--- src/rtl/cdr_acq_ctrl_if.sv ---
// Symbol-rate bus between the MM-PD / slicer front end and the CDR acquisition
// sequencer, plus the gain/clear/lock outputs fed back to the loop filter.
//
// Handshake: sample_en is the only qualifier. f_n and d_bb are consumed on any
// clk edge where sample_en is high. There is no back-pressure. All outputs are
// level signals except lol_pulse, which is a one-clk strobe.
interface cdr_acq_ctrl_if;
    logic               en;
    logic               sample_en;
    logic signed [15:0] f_n;
    logic               d_bb;
    logic [4:0]         kp_shift;
    logic [4:0]         ki_shift;
    logic               loop_clr;
    logic               locked;
    logic               lol_pulse;
    logic [2:0]         state;
    logic [7:0]         retry_cnt;

    modport master (
        output en, sample_en, f_n, d_bb,
        input  kp_shift, ki_shift, loop_clr, locked, lol_pulse, state, retry_cnt
    );

    modport slave (
        input  en, sample_en, f_n, d_bb,
        output kp_shift, ki_shift, loop_clr, locked, lol_pulse, state, retry_cnt
    );
endinterface

--- src/rtl/cdr_acq_ctrl.sv ---
// Acquisition/lock sequencer for the baud-rate MM-PD CDR loop. It steps the
// loop filter through flush, wide-gain acquisition and narrow-gain tracking.
// It judges lock from windowed |f_n| energy and decision transition density.
// It drops back to FLUSH on loss of lock or on a tracking timeout.
module cdr_acq_ctrl #(
    parameter logic [4:0] ACQ_KP        = 5'd8,
    parameter logic [4:0] ACQ_KI        = 5'd14,
    parameter logic [4:0] TRK_KP        = 5'd12,
    parameter logic [4:0] TRK_KI        = 5'd18,
    parameter int         FLUSH_SYMS    = 16,
    parameter int         ACQ_SYMS      = 1024,
    parameter int         WIN_LOG2      = 6,
    parameter int         LOCK_THR      = 256,
    parameter int         UNLOCK_THR    = 1024,
    parameter int         MIN_TRANS     = 8,
    parameter int         LOCK_WINS     = 4,
    parameter int         UNLOCK_WINS   = 2,
    parameter int         TRACK_TIMEOUT = 32
) (
    input logic           clk,
    input logic           rst,
    cdr_acq_ctrl_if.slave bus
);
    localparam int PH_MAX  = (FLUSH_SYMS > ACQ_SYMS) ? FLUSH_SYMS : ACQ_SYMS;
    localparam int PH_W    = $clog2(PH_MAX + 1);
    localparam int RUN_MAX = (LOCK_WINS > UNLOCK_WINS) ? LOCK_WINS : UNLOCK_WINS;
    localparam int RUN_W   = $clog2(RUN_MAX + 1);
    localparam int TMO_W   = $clog2(TRACK_TIMEOUT + 1);
    localparam int TR_W    = WIN_LOG2 + 1;
    localparam logic [31:0] LOCK_THR_U   = 32'(LOCK_THR);
    localparam logic [31:0] UNLOCK_THR_U = 32'(UNLOCK_THR);
    localparam logic [31:0] MIN_TRANS_U  = 32'(MIN_TRANS);

    typedef enum logic [2:0] {
        ST_IDLE   = 3'd0,
        ST_FLUSH  = 3'd1,
        ST_ACQ    = 3'd2,
        ST_TRACK  = 3'd3,
        ST_LOCKED = 3'd4
    } state_t;

    state_t              state_q, state_d;
    logic [PH_W-1:0]     ph_cnt_q, ph_cnt_d;
    logic [RUN_W-1:0]    run_q, run_d;
    logic [TMO_W-1:0]    tmo_q, tmo_d;
    logic [WIN_LOG2-1:0] win_cnt_q, win_cnt_d;
    logic [23:0]         acc_q, acc_d;
    logic [TR_W-1:0]     trans_q, trans_d;
    logic                d_prev_q, d_prev_d;
    logic                have_prev_q, have_prev_d;
    logic [4:0]          kp_q, kp_d, ki_q, ki_d;
    logic                loop_clr_q, loop_clr_d;
    logic                locked_q, locked_d;
    logic                lol_q, lol_d;
    logic [7:0]          retry_q, retry_d;

    logic                strobe, win_end, quiet, noisy;
    logic                unlock_evt, retry_evt;
    logic [15:0]         f_raw, mag;
    logic [24:0]         acc_wide;
    logic [23:0]         acc_sum;
    logic [TR_W-1:0]     trans_sum;

    // Window arithmetic: |f_n| with -32768 clamped, saturating sums, end-of-window verdict
    always_comb begin
        strobe = bus.sample_en && (state_q != ST_IDLE);
        f_raw  = bus.f_n;
        if (!f_raw[15])              mag = f_raw;
        else if (f_raw == 16'h8000)  mag = 16'h7fff;
        else                         mag = ~f_raw + 16'd1;
        acc_wide = {1'b0, acc_q} + {9'd0, mag};
        acc_sum  = acc_wide[24] ? 24'hff_ffff : acc_wide[23:0];
        trans_sum = trans_q;
        if (have_prev_q && (bus.d_bb != d_prev_q) && (trans_q != {TR_W{1'b1}}))
            trans_sum = trans_q + TR_W'(1);
        win_end = strobe && (win_cnt_q == {WIN_LOG2{1'b1}});
        quiet   = (32'(acc_sum) < LOCK_THR_U) && (32'(trans_sum) >= MIN_TRANS_U);
        noisy   = (32'(acc_sum) > UNLOCK_THR_U) || (32'(trans_sum) < MIN_TRANS_U);
    end

    // FSM state register
    always_ff @(posedge clk) begin
        if (rst) state_q <= ST_IDLE;
        else     state_q <= state_d;
    end

    // FSM next state, phase/run/timeout counters and retry/unlock events
    always_comb begin
        state_d    = state_q;
        ph_cnt_d   = ph_cnt_q;
        run_d      = run_q;
        tmo_d      = tmo_q;
        unlock_evt = 1'b0;
        retry_evt  = 1'b0;
        case (state_q)
            ST_IDLE: state_d = ST_FLUSH;
            ST_FLUSH: begin
                if (strobe) begin
                    if (ph_cnt_q == PH_W'(FLUSH_SYMS - 1)) state_d = ST_ACQ;
                    else                                   ph_cnt_d = ph_cnt_q + PH_W'(1);
                end
            end
            ST_ACQ: begin
                if (strobe) begin
                    if (ph_cnt_q == PH_W'(ACQ_SYMS - 1)) state_d = ST_TRACK;
                    else                                 ph_cnt_d = ph_cnt_q + PH_W'(1);
                end
            end
            ST_TRACK: begin
                if (win_end) begin
                    if (quiet && (run_q == RUN_W'(LOCK_WINS - 1))) begin
                        state_d = ST_LOCKED;
                    end else begin
                        run_d = quiet ? run_q + RUN_W'(1) : '0;
                        if (tmo_q == TMO_W'(TRACK_TIMEOUT - 1)) begin
                            state_d   = ST_FLUSH;
                            retry_evt = 1'b1;
                        end else begin
                            tmo_d = tmo_q + TMO_W'(1);
                        end
                    end
                end
            end
            ST_LOCKED: begin
                if (win_end) begin
                    if (!noisy) begin
                        run_d = '0;
                    end else if (run_q == RUN_W'(UNLOCK_WINS - 1)) begin
                        state_d    = ST_FLUSH;
                        unlock_evt = 1'b1;
                        retry_evt  = 1'b1;
                    end else begin
                        run_d = run_q + RUN_W'(1);
                    end
                end
            end
            default: state_d = ST_IDLE;
        endcase
        // Disable overrides everything and abandons any pending retry
        if (!bus.en) begin
            state_d    = ST_IDLE;
            unlock_evt = 1'b0;
            retry_evt  = 1'b0;
        end
        if (state_d != state_q) begin
            ph_cnt_d = '0;
            run_d    = '0;
            tmo_d    = '0;
        end
    end

    // Window accumulators: restart at window end, fully cleared on any state change
    always_comb begin
        win_cnt_d   = win_cnt_q;
        acc_d       = acc_q;
        trans_d     = trans_q;
        d_prev_d    = d_prev_q;
        have_prev_d = have_prev_q;
        if (state_d != state_q) begin
            win_cnt_d   = '0;
            acc_d       = '0;
            trans_d     = '0;
            d_prev_d    = 1'b0;
            have_prev_d = 1'b0;
        end else if (strobe) begin
            win_cnt_d   = win_cnt_q + WIN_LOG2'(1);
            d_prev_d    = bus.d_bb;
            have_prev_d = 1'b1;
            acc_d       = win_end ? '0 : acc_sum;
            trans_d     = win_end ? '0 : trans_sum;
        end
    end

    // Counter and window datapath registers
    always_ff @(posedge clk) begin
        if (rst) begin
            ph_cnt_q    <= '0;
            run_q       <= '0;
            tmo_q       <= '0;
            win_cnt_q   <= '0;
            acc_q       <= '0;
            trans_q     <= '0;
            d_prev_q    <= 1'b0;
            have_prev_q <= 1'b0;
        end else begin
            ph_cnt_q    <= ph_cnt_d;
            run_q       <= run_d;
            tmo_q       <= tmo_d;
            win_cnt_q   <= win_cnt_d;
            acc_q       <= acc_d;
            trans_q     <= trans_d;
            d_prev_q    <= d_prev_d;
            have_prev_q <= have_prev_d;
        end
    end

    // FSM outputs decoded from the next state so they land on the transition edge
    always_comb begin
        loop_clr_d = 1'b0;
        kp_d       = ACQ_KP;
        ki_d       = ACQ_KI;
        locked_d   = 1'b0;
        lol_d      = unlock_evt;
        retry_d    = retry_q;
        case (state_d)
            ST_IDLE, ST_FLUSH: loop_clr_d = 1'b1;
            ST_ACQ:            loop_clr_d = 1'b0;
            ST_TRACK: begin
                kp_d = TRK_KP;
                ki_d = TRK_KI;
            end
            ST_LOCKED: begin
                kp_d     = TRK_KP;
                ki_d     = TRK_KI;
                locked_d = 1'b1;
            end
            default: loop_clr_d = 1'b1;
        endcase
        if (retry_evt && (retry_q != 8'hff)) retry_d = retry_q + 8'd1;
    end

    // Output registers
    always_ff @(posedge clk) begin
        if (rst) begin
            loop_clr_q <= 1'b1;
            kp_q       <= ACQ_KP;
            ki_q       <= ACQ_KI;
            locked_q   <= 1'b0;
            lol_q      <= 1'b0;
            retry_q    <= 8'd0;
        end else begin
            loop_clr_q <= loop_clr_d;
            kp_q       <= kp_d;
            ki_q       <= ki_d;
            locked_q   <= locked_d;
            lol_q      <= lol_d;
            retry_q    <= retry_d;
        end
    end

    assign bus.kp_shift  = kp_q;
    assign bus.ki_shift  = ki_q;
    assign bus.loop_clr  = loop_clr_q;
    assign bus.locked    = locked_q;
    assign bus.lol_pulse = lol_q;
    assign bus.state     = state_q;
    assign bus.retry_cnt = retry_q;
endmodule
--- src/flat_wrapper.sv ---
// flat-port wrapper written by rule: the top's interface ports become plain ports
module cdr_acq_ctrl_flat 
#(
    parameter logic [4:0] ACQ_KP        = 5'd8,
    parameter logic [4:0] ACQ_KI        = 5'd14,
    parameter logic [4:0] TRK_KP        = 5'd12,
    parameter logic [4:0] TRK_KI        = 5'd18,
    parameter int         FLUSH_SYMS    = 16,
    parameter int         ACQ_SYMS      = 1024,
    parameter int         WIN_LOG2      = 6,
    parameter int         LOCK_THR      = 256,
    parameter int         UNLOCK_THR    = 1024,
    parameter int         MIN_TRANS     = 8,
    parameter int         LOCK_WINS     = 4,
    parameter int         UNLOCK_WINS   = 2,
    parameter int         TRACK_TIMEOUT = 32
)
  (clk, rst, bus_en, bus_sample_en, bus_f_n, bus_d_bb, bus_kp_shift, bus_ki_shift, bus_loop_clr, bus_locked, bus_lol_pulse, bus_state, bus_retry_cnt);
  cdr_acq_ctrl_if bus_i ();
  input logic clk;
  input logic rst;
  input wire logic [$bits(bus_i.en)-1:0] bus_en;
  input wire logic [$bits(bus_i.sample_en)-1:0] bus_sample_en;
  input wire logic [$bits(bus_i.f_n)-1:0] bus_f_n;
  input wire logic [$bits(bus_i.d_bb)-1:0] bus_d_bb;
  output wire logic [$bits(bus_i.kp_shift)-1:0] bus_kp_shift;
  output wire logic [$bits(bus_i.ki_shift)-1:0] bus_ki_shift;
  output wire logic [$bits(bus_i.loop_clr)-1:0] bus_loop_clr;
  output wire logic [$bits(bus_i.locked)-1:0] bus_locked;
  output wire logic [$bits(bus_i.lol_pulse)-1:0] bus_lol_pulse;
  output wire logic [$bits(bus_i.state)-1:0] bus_state;
  output wire logic [$bits(bus_i.retry_cnt)-1:0] bus_retry_cnt;
  assign bus_i.en = bus_en;
  assign bus_i.sample_en = bus_sample_en;
  assign bus_i.f_n = bus_f_n;
  assign bus_i.d_bb = bus_d_bb;
  assign bus_kp_shift = bus_i.kp_shift;
  assign bus_ki_shift = bus_i.ki_shift;
  assign bus_loop_clr = bus_i.loop_clr;
  assign bus_locked = bus_i.locked;
  assign bus_lol_pulse = bus_i.lol_pulse;
  assign bus_state = bus_i.state;
  assign bus_retry_cnt = bus_i.retry_cnt;
  cdr_acq_ctrl #(.ACQ_KP(ACQ_KP), .ACQ_KI(ACQ_KI), .TRK_KP(TRK_KP), .TRK_KI(TRK_KI), .FLUSH_SYMS(FLUSH_SYMS), .ACQ_SYMS(ACQ_SYMS), .WIN_LOG2(WIN_LOG2), .LOCK_THR(LOCK_THR), .UNLOCK_THR(UNLOCK_THR), .MIN_TRANS(MIN_TRANS), .LOCK_WINS(LOCK_WINS), .UNLOCK_WINS(UNLOCK_WINS), .TRACK_TIMEOUT(TRACK_TIMEOUT)) u_core (.clk(clk), .rst(rst), .bus(bus_i));
endmodule
--- config.mk ---
export PLATFORM = sky130hd
export DESIGN_NAME = cdr_acq_ctrl_flat
export DESIGN_NICKNAME = d
export VERILOG_FILES = /design/src/rtl/cdr_acq_ctrl_if.sv /design/src/rtl/cdr_acq_ctrl.sv /design/src/flat_wrapper.sv
export SDC_FILE = /design/constraint.sdc
export NUM_CORES = 1
export LEC_CHECK = 0
export ABC_AREA = 1
export CAP_MARGIN = 20
export CELL_PAD_IN_SITES_DETAIL_PLACEMENT = 0
export CELL_PAD_IN_SITES_GLOBAL_PLACEMENT = 1
export CORE_ASPECT_RATIO = 0.5
export CORE_MARGIN = 2
export CORE_UTILIZATION = 30
export DETAILED_ROUTE_END_ITERATION = 16
export GPL_TIMING_DRIVEN = 1
export MAX_ROUTING_LAYER = met4
export PLACE_DENSITY_LB_ADDON = 0.1
export SETUP_SLACK_MARGIN = 0.05
export SKIP_LAST_GASP = 1
export SYNTH_ARGS = -nofsm -noshare
export SYNTH_HDL_FRONTEND = slang
export SYNTH_SLANG_ARGS = --single-unit
--- constraint.sdc ---
create_clock -name clk -period 13.3 [get_ports clk]
set_clock_uncertainty 0.15 [all_clocks]
set_input_delay 2.66 -clock clk [delete_from_list [all_inputs] [get_ports clk]]
set_output_delay 2.66 -clock clk [all_outputs]
set_load 0.005 [all_outputs]
== Yosys cells after proc, flatten, opt, wreduce, memory -nomap -nowiden ==
Cells that the tools add are included.
Word-level totals
  flip-flop bits (word level): 83
  output and inout port bits: 24
Operators by class
  add/sub/neg operators: 8
  magnitude comparators: 4
  eq/ne operators: 26
  multiplexer cells: 42
  bitwise operators: 5
  reductions and logical operators: 19
Operator list (count)
  3-bit two-way mux: 18
  24-bit two-way mux: 2
  11-bit two-way mux: 4
  16-bit two-way mux: 2
  24-bit by 16-bit adder with 25-bit output: 1
  24-bit by 11-bit greater-than comparator with 1-bit output (second input constant): 1
  24-bit by 9-bit < comparator with 1-bit output (second input constant): 1
  11-bit one-hot mux with 2 select lines: 1
  16-bit by 1-bit adder with 16-bit output (second input constant): 1
  16-bit equality test (second input constant): 1
  16-bit NOT: 1
  3-bit by 2-bit equality test with 1-bit output (second input constant): 5
  3-bit one-hot mux with 5 select lines: 1
  7-bit two-way mux: 2
  6-bit by 1-bit adder with 6-bit output (second input constant): 2
  11-bit by 1-bit adder with 11-bit output (second input constant): 1
  11-bit by 10-bit equality test with 1-bit output (second input constant): 1
  11-bit by 4-bit equality test with 1-bit output (second input constant): 1
  5-bit AND reduction: 2
  1-bit two-way mux: 9
  8-bit by 1-bit adder with 8-bit output (second input constant): 1
  2-bit by 1-bit != test with 1-bit output (second input constant): 4
  8-bit != test (second input constant): 1
  7-bit by 1-bit adder with 7-bit output (second input constant): 1
  24 further kinds: 40

== Logic depth before layout (Yosys ltp) ==
Gate-level depths: netlist of the first run.
  depth after elaboration: 16
  depth in mapped cells: 36
  gate-level depth less buffers: 34

== Worst setup path before layout of the first run ==
No wires, ideal clock.
  kind: input-to-reg
  from: input port bus_f_n[0]
  to: register u_core.run_q[0]
  arrival time: 6.184 ns
  data required time: 13.028 ns
  setup slack: 6.844 ns
  stages: 36
  path through: inv_1 ha_1 nand3_1 nor2_1 inv_1 nor2_1 nand3_1 clkbuf_1 nand2_1 ha_1 inv_1 fa_1 inv_1 nand3_1 nand2_2 nand2_1 nand2_2 nand2_2 nand2_4 nand3_1 nand2_1 nand2_1 nor2_1 nand2_2 nor2_2 nand2_2 nand3_1 nand2_1 nand2_1 nand2_1 nand2_1 nand2_1 nand2_2 buf_6 buf_6 nor3_2
On the way
  cells in the longest elaborated chain, start to end: 15
  elaborated cells on any way between the ends: 29
RTL lines
  from (decl): RTL line flat_wrapper.sv:24  | input wire logic [$bits(bus_i.f_n)-1:0] bus_f_n;
  16-bit NOT: RTL line cdr_acq_ctrl.sv:70  | else mag = ~f_raw + 16'd1;
  16-bit by 1-bit adder with 16-bit output: RTL line cdr_acq_ctrl.sv:70
  16-bit two-way mux: RTL line cdr_acq_ctrl.sv:69  | else if (f_raw == 16'h8000) mag = 16'h7fff;
  16-bit two-way mux (*): RTL line cdr_acq_ctrl.sv:68  | if (!f_raw[15]) mag = f_raw;
  24-bit by 16-bit adder with 25-bit output (*): RTL line cdr_acq_ctrl.sv:71  | acc_wide = {1'b0, acc_q} + {9'd0, mag};
  24-bit two-way mux (*): RTL line cdr_acq_ctrl.sv:72  | acc_sum = acc_wide[24] ? 24'hff_ffff : acc_wide[23:0];
  24-bit by 9-bit < comparator with 1-bit output: RTL line cdr_acq_ctrl.sv:77  | quiet = (32'(acc_sum) < LOCK_THR_U) && (32'(trans_sum) >= MIN_TRANS_U);
  1-bit logical AND: RTL line cdr_acq_ctrl.sv:77
  1-bit logical AND: RTL line cdr_acq_ctrl.sv:111  | if (quiet && (run_q == RUN_W'(LOCK_WINS - 1))) begin
  3-bit two-way mux: RTL line cdr_acq_ctrl.sv:111
  3-bit two-way mux: RTL line cdr_acq_ctrl.sv:110  | if (win_end) begin
  3-bit one-hot mux with 5 select lines: RTL line cdr_acq_ctrl.sv:95  | case (state_q)
  3-bit two-way mux: RTL line cdr_acq_ctrl.sv:140  | if (!bus.en) begin
  3-bit != test: RTL line cdr_acq_ctrl.sv:145  | if (state_d != state_q) begin
  2-bit OR reduction (no source line)
  to (signal assigned): RTL line cdr_acq_ctrl.sv:187  | run_q <= run_d;
  to (decl): RTL line cdr_acq_ctrl.sv:44  | logic [RUN_W-1:0] run_q, run_d;
Mark *: on every way between the ends. The rest lies on a longest branch, timed or not. The select of a mux whose other input is x is not followed.
A chain may end at the register's enable or synchronous reset.

== Worst setup path in the final report of the first run ==
  from: input port bus_f_n[15]
  to: register u_core.acc_q[11]
On the way
  cells in the longest elaborated chain, start to end: 15
  elaborated cells on any way between the ends: 21
RTL lines
  16-bit NOT: RTL line cdr_acq_ctrl.sv:70
  16-bit by 1-bit adder with 16-bit output: RTL line cdr_acq_ctrl.sv:70
  16-bit two-way mux: RTL line cdr_acq_ctrl.sv:69
  16-bit two-way mux (*): RTL line cdr_acq_ctrl.sv:68
  24-bit by 16-bit adder with 25-bit output (*): RTL line cdr_acq_ctrl.sv:71
  24-bit two-way mux (*): RTL line cdr_acq_ctrl.sv:72
  24-bit by 9-bit < comparator with 1-bit output: RTL line cdr_acq_ctrl.sv:77
  1-bit logical AND: RTL line cdr_acq_ctrl.sv:77
  1-bit logical AND: RTL line cdr_acq_ctrl.sv:111
  3-bit two-way mux: RTL line cdr_acq_ctrl.sv:111
  3-bit two-way mux: RTL line cdr_acq_ctrl.sv:110
  3-bit one-hot mux with 5 select lines: RTL line cdr_acq_ctrl.sv:95
  3-bit two-way mux: RTL line cdr_acq_ctrl.sv:140
  3-bit != test: RTL line cdr_acq_ctrl.sv:159  | if (state_d != state_q) begin
  2-bit OR reduction (no source line)
  to (signal assigned): RTL line cdr_acq_ctrl.sv:181  | acc_q <= '0;
  to (signal assigned): RTL line cdr_acq_ctrl.sv:190  | acc_q <= acc_d;
  to (decl): RTL line cdr_acq_ctrl.sv:47  | logic [23:0] acc_q, acc_d;
Mark *: on every way between the ends. The rest lies on a longest branch, timed or not.

==> results by group, run 1 <==
CTS
  – CTS clk-pin slew, worst paths: 60 ps
  – H-tree levels: 3
  – Clock buffer count from CTS: 9
  – Root Driver: clkbuf_16
  – # resized after CTS: 0
  – Setup Fix Bufs, Post-CTS: 0
  – Max Root-Sink Buffers: 2
  – CTS tree: yes
  – Clk sinks: 75
  – CTS Hold Bufs: 0
  – Clk Latency, worst-skew pair: around 330 ps

Global route
  – Global Route Usage Sum: 16.8%
  – GRT overflow: 0
  – GRT busiest layer: met1
  – First-pass GRT wire length: approximately 28 mm
  – Initial antenna violation count: 0
  – Met2 usage: about a quarter
  – Met3 Use GR: 2.61%
  – Vias in the first global route: 5520
  – Met1 GRT Util: around a quarter
  – Largest net degree at the start of global routing: 60

Power and ir drop
  – Clock Power Share: 45.4%
  – Logic pwr share: a little over an eighth
  – Cell area power density: 80.4 nW/µm²
  – PnR Total Power: 548 µW
  – Pint: approximately 400 µW
  – Worst VDD drop: 54.7 µV
  – P_sw: roughly 150 µW
  – Leak Pwr: around 0.0031 µW
  – Sequential share of power: around two fifths
  – Switch share: between 20% and 30%

Critical path
  – Worst R2R Start: u_core.acc_q[0]$_SDFFE_PP0P_
  – WP buf/inv: 5
  – Worst EP arrival: 8150 ps
  – Setup Crit Path Kind: primary input to flop
  – Worst Setup End Kind: flop
  – CP dominant cell by count: nand2_1
  – Crit path from: bus_f_n[15]
  – Largest fanout on the critical path: 32
  – Largest stage delay, worst path: slightly below 700 ps
  – Slowest cell on the critical path: clkdlybuf4s50_1
  – Required @ worst endpoint: around 13000 ps
  – Startpoint types: primary input
  – Family with the most delay on the worst path: simple AND/OR/NAND/NOR gates
  – R2R Setup Slk: 8990 ps

Synth
  – Mapped Cells: 946
  – Seq/Total Area, Yosys: approximately 25%
  – Top FF cell, synth: dfxtp_1
  – Synthesized area: approximately 6000 µm²
  – Yosys cell types: 48
  – Number of synthesized flops with an enable pin: 0
  – Async SR Flop Fraction: 0%
  – Synth Register Bits: 75
  – Syn. warnings: 0
  – Synthesized area per cell: 6.31 µm²

Run
  – Maxcap violations: 0

STA
  – Endpoints failing hold: 0
  – Slew HR: 51.2%
  – RSZ-0062 raised after global routing: false
  – Least-Margin Pin Slew: about 730 ps
  – Period minus WS final: just over 8000 ps
  – Setup violators final: 0
  – Fin. max-slew vios: 0
  – Final worst path period share: between 60 and 70%
  – Setup Total Neg Slack: 0 ps
  – WHS: 354 ps
  – Fmax achieved: ~0.12 GHz

Floorplanning
  – Ports: 45
  – Starting Density: between 30% and 40%
  – Die area: 21100 µm²
  – Chip Width: around 200 µm
  – Core region area: between 15000 and 20000 µm²
  – Core Rows: 36
  – Vert. Die Dim: just over 100 µm

Detailed routing
  – Post-DRT Antenna Nets: 0
  – DR iter-0 viols: 387
  – Drt wl/cell: approximately 14 µm
  – DRC violations left: 0
  – Vias per cell: 4.63
  – Vias: roughly 5700
  – Final WL: 16.7 mm
  – DR pass1 iterations: 5

Placement
  – Placer congestion estimate: 0.821
  – HPWL after detailed placement: 13.0 mm
  – Port Buffers: 38

Final layout
  – Antenna diodes: 0
  – Commonest cells after routing, fill and taps aside: nand2_1 (239), inv_1 (137), nor2_1 (92)
  – Fill count: about 2100
  – Leading cell type in the layout, fill and taps excluded: nand2_1
  – Fin nets: around 1000
  – Layout cells sized above 1: just over 8%
  – Area grow syn2layout: 14.1%

Hold path
  – Tightest Hold Check Type: flop to flop
  – Hold wc startpoint: u_core.bus.retry_cnt[1]$_SDFFE_PP0P_

Outcome
  – Outcome: complete, no violations
[routing by layer]
| layer | routed length (µm) | part of all wire (%) |
|---|---|---|
| met1 | 9210 | 55 |
| met3 | 648 | 3.9 |
| met4 | 136 | 0.81 |
| met5 | 0 | 0 |
| met2 | 6750 | 40 |
[worst paths after layout]
path / to / cells after the start
max: u_core.acc_q[11]$_SDFFE_PP0P_ / 29
min: u_core.bus.retry_cnt[1]$_SDFFE_PP0P_ / 2
max reg2reg: u_core.acc_q[11]$_SDFFE_PP0P_ / 25
min reg2reg: u_core.bus.retry_cnt[1]$_SDFFE_PP0P_ / 2
[flip-flops by register name, summed over array words and instances, names as in the netlist]
signal and flops:
u_core.trans_q 7, u_core.tmo_q 6, u_core.bus.state 3, u_core.bus.loop_clr 1, u_core.d_prev_q 1, u_core.bus.kp_shift 1, u_core.ph_cnt_q 11, u_core.run_q 3
u_core.win_cnt_q 6, u_core.have_prev_q 1, u_core.bus.retry_cnt 8, u_core.acc_q 24, u_core.bus.ki_shift 1, u_core.bus.lol_pulse 1, u_core.bus.locked 1
[layout make-up]
class / count / area, µm² / share of cell area [%]
Clock inverter: 7 / 76.3 / 1.12
Clock buffer: 9 / 225 / 3.31
Timing Repair Buffer: 42 / 410 / 6.02
Tap cell: 266 / 333 / 4.88
Multi-Input combinational cell: 697 / 3730 / 54.7
Inverter: 144 / 541 / 7.93
Sequential cell: 75 / 1500 / 22.0
[worst register-to-register path: stages, from the launching register on]
cell and delay (ps):
dfxtp_1 340, ha_1 250, inv_1 80, fa_1 200, inv_1 80, nand3_1 90
nand2_2 80, nand2_1 80, nand2_2 70, nand2_2 100, nand2_4 70, nand2_4 260
nand3_1 210, nor2_4 150, nand2_1 80, o21ai_2 180, nand2_2 100, nand3_1 110
nand2_1 60, nand2_1 100, nand2_1 120, nand2_1 90, nand2_1 60, nand2_2 490
buf_4 480, nor3_1 110
[power by group through the flow]
stage / registers, µW / logic, µW / clock network [µW]
after floorplan: 232 / 52.1 / 0
final: 227 / 71.9 / 249
after detailed placement: 232 / 71.9 / 0
after global routing: 227 / 82.1 / 269
after global placement: 232 / 72.6 / 0
after CTS: 227 / 72.4 / 258
[cell families (layout without fill, tap and decap cells)]
kind of cell             Yosys count  in the layout  synth area share [%]
other                              2              6                 0.126
adder cells (fa/ha/maj)           28             28                  5.99
AND/OR/NAND/NOR                  551            551                  42.8
flip-flops                        75             75                  25.2
XOR/XNOR                          28             28                  4.11
multiplexers                       4              4                 0.671
buffers and inverters            178            202                  12.7
AO/OA/AOI/OAI                     80             80                  8.47
[stage by stage]
step	utilization, %	std cells	cell area [µm²]	setup WS (ps)
floorplan	-	950	5980	6840
global placement	33.4	1224	6510	4880
detailed placement	33.4	1224	6510	4760
CTS	34.9	1240	6810	5130
global route	34.9	1240	6810	4540
finish	34.9	1240	6810	5190
[synthesized netlist by cell type, types with 5 or more instances]
master / number / area share, %
a21oi_1: 20 / 1.7
a22oi_1: 20 / 2.5
buf_2: 10 / 0.84
buf_4: 9 / 1.1
clkbuf_1: 10 / 0.63
dfxtp_1: 75 / 25
ha_1: 27 / 5.7
inv_1: 137 / 8.6
inv_2: 6 / 0.38
nand2_1: 239 / 15
nand2_2: 11 / 1.2
nand3_1: 80 / 6.7
nand3_2: 13 / 2.2
nand4_1: 17 / 1.8
nor2_1: 92 / 5.8
nor2_2: 5 / 0.52
nor3_1: 60 / 5.0
nor3_2: 10 / 1.7
o21ai_0: 22 / 1.8
or2_2: 6 / 0.63
xnor2_1: 11 / 1.6
xor2_1: 17 / 2.5
Note: power is estimated with default switching activity, not from simulation.
==> run 2: changes to the inputs <==
==> constraint.sdc (replaced) <==
create_clock -name clk -period 8.25 [get_ports clk]
set_clock_uncertainty 0.15 [all_clocks]
set_input_delay 1.65 -clock clk [delete_from_list [all_inputs] [get_ports clk]]
set_output_delay 1.65 -clock clk [all_outputs]
set_load 0.005 [all_outputs]
==> results by group, run 2 (same netlist as run 1, synthesis figures left out) <==
Final layout
  – Commonest cells after routing, fill and taps aside: nand2_1 (239), inv_1 (137), nor2_1 (92)
  – Biggest register: u_core.acc_q
  – Fin nets: 1019 (+0.098%)
  – Layout cells sized above 1: 8.21% (+0.094 points)
  – Area grow syn2layout: 14.7%
  – Final non-filler cell total: 1241 (+0.081%)
  – Final Cell Area: 6850 µm² (+0.46%)
  – Antenna diodes: 0 (unchanged)
  – Leading cell type in the layout, fill and taps excluded: nand2_1
  – Max reg flops: 24 (unchanged)

Floorplanning
  – Die area: 21100 µm² (unchanged)
  – Chip Width: 203 µm (unchanged)
  – Ports: 45 (unchanged)
  – Vert. Die Dim: 104 µm (unchanged)
  – Core region area: 19500 µm² (unchanged)
  – Core Rows: 36 (unchanged)
  – Starting Density: 30.6% (unchanged)

Hold path
  – Tightest Hold Check Type: flop to flop

CTS
  – # resized after CTS: 0 (unchanged)
  – CTS clk-pin slew, worst paths: 60 ps (about the same)
  – Clk Latency, worst-skew pair: 340 ps (about the same)
  – H-tree levels: 3 (unchanged)
  – CTS Hold Bufs: 0 (unchanged)
  – CTS tree: yes
  – Clock buffer count from CTS: 9 (unchanged)
  – Max Root-Sink Buffers: 2 (unchanged)
  – Setup Fix Bufs, Post-CTS: 0 (unchanged)
  – Clk sinks: 75 (unchanged)
  – Root Driver: clkbuf_16

Critical path
  – Startpoint types: primary input
  – Largest fanout on the critical path: 59 (+84%)
  – Required @ worst endpoint: 8300 ps (-5040 ps)
  – Setup Crit Path Kind: primary input to flop
  – Worst EP arrival: 6800 ps (-1350 ps)
  – Worst Setup End Kind: flop

Detailed routing
  – DR pass1 iterations: 4 (-1)
  – Final WL: 16.6 mm (-0.95%)
  – DR iter-0 viols: 289 (-25%)
  – Vias per cell: 4.58 (-1.1%)
  – Vias: 5685 (-0.99%)
  – Drt wl/cell: 13.4 µm (-1.0%)
  – Post-DRT Antenna Nets: 0 (unchanged)
  – DRC violations left: 0 (unchanged)

Global route
  – Met1 GRT Util: 24.4% (-0.43 points)
  – Vias in the first global route: 5385 (-2.4%)
  – Largest net degree at the start of global routing: 60 (unchanged)
  – Global Route Usage Sum: 16.7% (-0.089 points)
  – Met3 Use GR: 2.20% (-0.41 points)
  – Initial antenna violation count: 0 (unchanged)
  – GRT busiest layer: met2
  – GRT overflow: 0 (unchanged)
  – Met2 usage: 24.6% (+0.59 points)
  – First-pass GRT wire length: 27.8 mm (-0.72%)

Placement
  – Dpl cells: 1225 (+0.082%)
  – Post-DP Area: 6520 µm² (+0.12%)
  – Port Buffers: 38 (unchanged)
  – HPWL after detailed placement: 12.8 mm (-1.4%)
  – Placer congestion estimate: 0.838 (+2.1%)

STA
  – Least-Margin Pin Slew: 735 ps (+3.00 ps)
  – Period minus WS final: 6750 ps
  – Slew HR: 51.0% (-0.20 points)
  – Endpoints failing hold: 0 (unchanged)
  – Setup violators final: 0 (unchanged)
  – Fin. max-slew vios: 0 (unchanged)
  – Setup Total Neg Slack: 0 ps (unchanged)
  – Fmax achieved: 0.148 GHz
  – RSZ-0062 raised after global routing: false
  – Final worst path period share: 81.9%

Power and ir drop
  – Leak Pwr: 0.00308 µW (+0.38%)
  – Cell area power density: 134 nW/µm² (+67%)
  – Worst VDD drop: 97.4 µV (+78%)

Outcome
  – Outcome: complete, no violations

Run
  – Maxcap violations: 0 (unchanged)
run 2: worst max-delay path, stage by stage:
cell,delay (ps)
clkdlybuf4s50_1,680
inv_1,270
nor3_1,280
nand3_1,410
nand3_1,310
ha_1,300
a21oi_1,200
nand2_1,140
a21oi_4,190
nand2_4,80
nand2_4,280
nand3_2,190
nor2_2,200
nand3_2,130
nor2_2,130
nand4_1,170
nand2_1,100
nand3_1,90
nand2_1,110
nand2_1,80
nand3_2,60
buf_4,590
nor3_1,110
run 2: power breakdown:
| part | switching [µW] | internal (µW) |
|---|---|---|
| clock network | 167 | 267 |
| registers | 2.34 | 364 |
| logic | 74.8 | 41.3 |
run 2: metrics by stage:
step / total power, µW / setup slack [ps] / hold WS [ps] / utilization [%]
floorplan: 458 / 2800 / 330 / -
global placement: 492 / 1180 / 342 / 33.4
detailed placement: 491 / 1100 / 336 / 33.4
CTS: 933 / 1470 / 353 / 35.1
global route: 959 / 932 / 372 / 35.1
finish: 917 / 1500 / 348 / 35.1
run 2: final cells by class:
class | instances | area [µm²]
Clock buffer | 9 | 225
Clock inverter | 7 | 100
Fill cell | 2158 | 12700
Inverter | 144 | 541
Multi-Input combinational cell | 697 | 3730
Sequential cell | 75 | 1500
Tap cell | 266 | 333
Timing Repair Buffer | 43 | 418
run 2: path summary, 6_finish.rpt:
| path | start | endpoint | slack (ps) | depth (start not counted) |
|---|---|---|---|---|
| worst max-delay path | bus_f_n[15] | u_core.acc_q[3]$_SDFFE_PP0P_ | 1500 | 23 |
| worst min-delay path | u_core.have_prev_q$_SDFFE_PP0P_ | u_core.have_prev_q$_SDFFE_PP0P_ | 350 | 2 |
| worst max register to register | u_core.acc_q[0]$_SDFFE_PP0P_ | u_core.acc_q[3]$_SDFFE_PP0P_ | 4200 | 23 |
| worst min register to register | u_core.have_prev_q$_SDFFE_PP0P_ | u_core.have_prev_q$_SDFFE_PP0P_ | 350 | 2 |
run 2: per-layer routing:
| metal | vias up | share of wire [%] | wire [µm] |
|---|---|---|---|
| met2 | 67 | 41 | 6810 |
| met5 | - | 0 | 0 |
| li1 | 3083 | - | - |
| met1 | 2521 | 55 | 9190 |
| met3 | 14 | 2.7 | 456 |
| met4 | 0 | 0.82 | 136 |
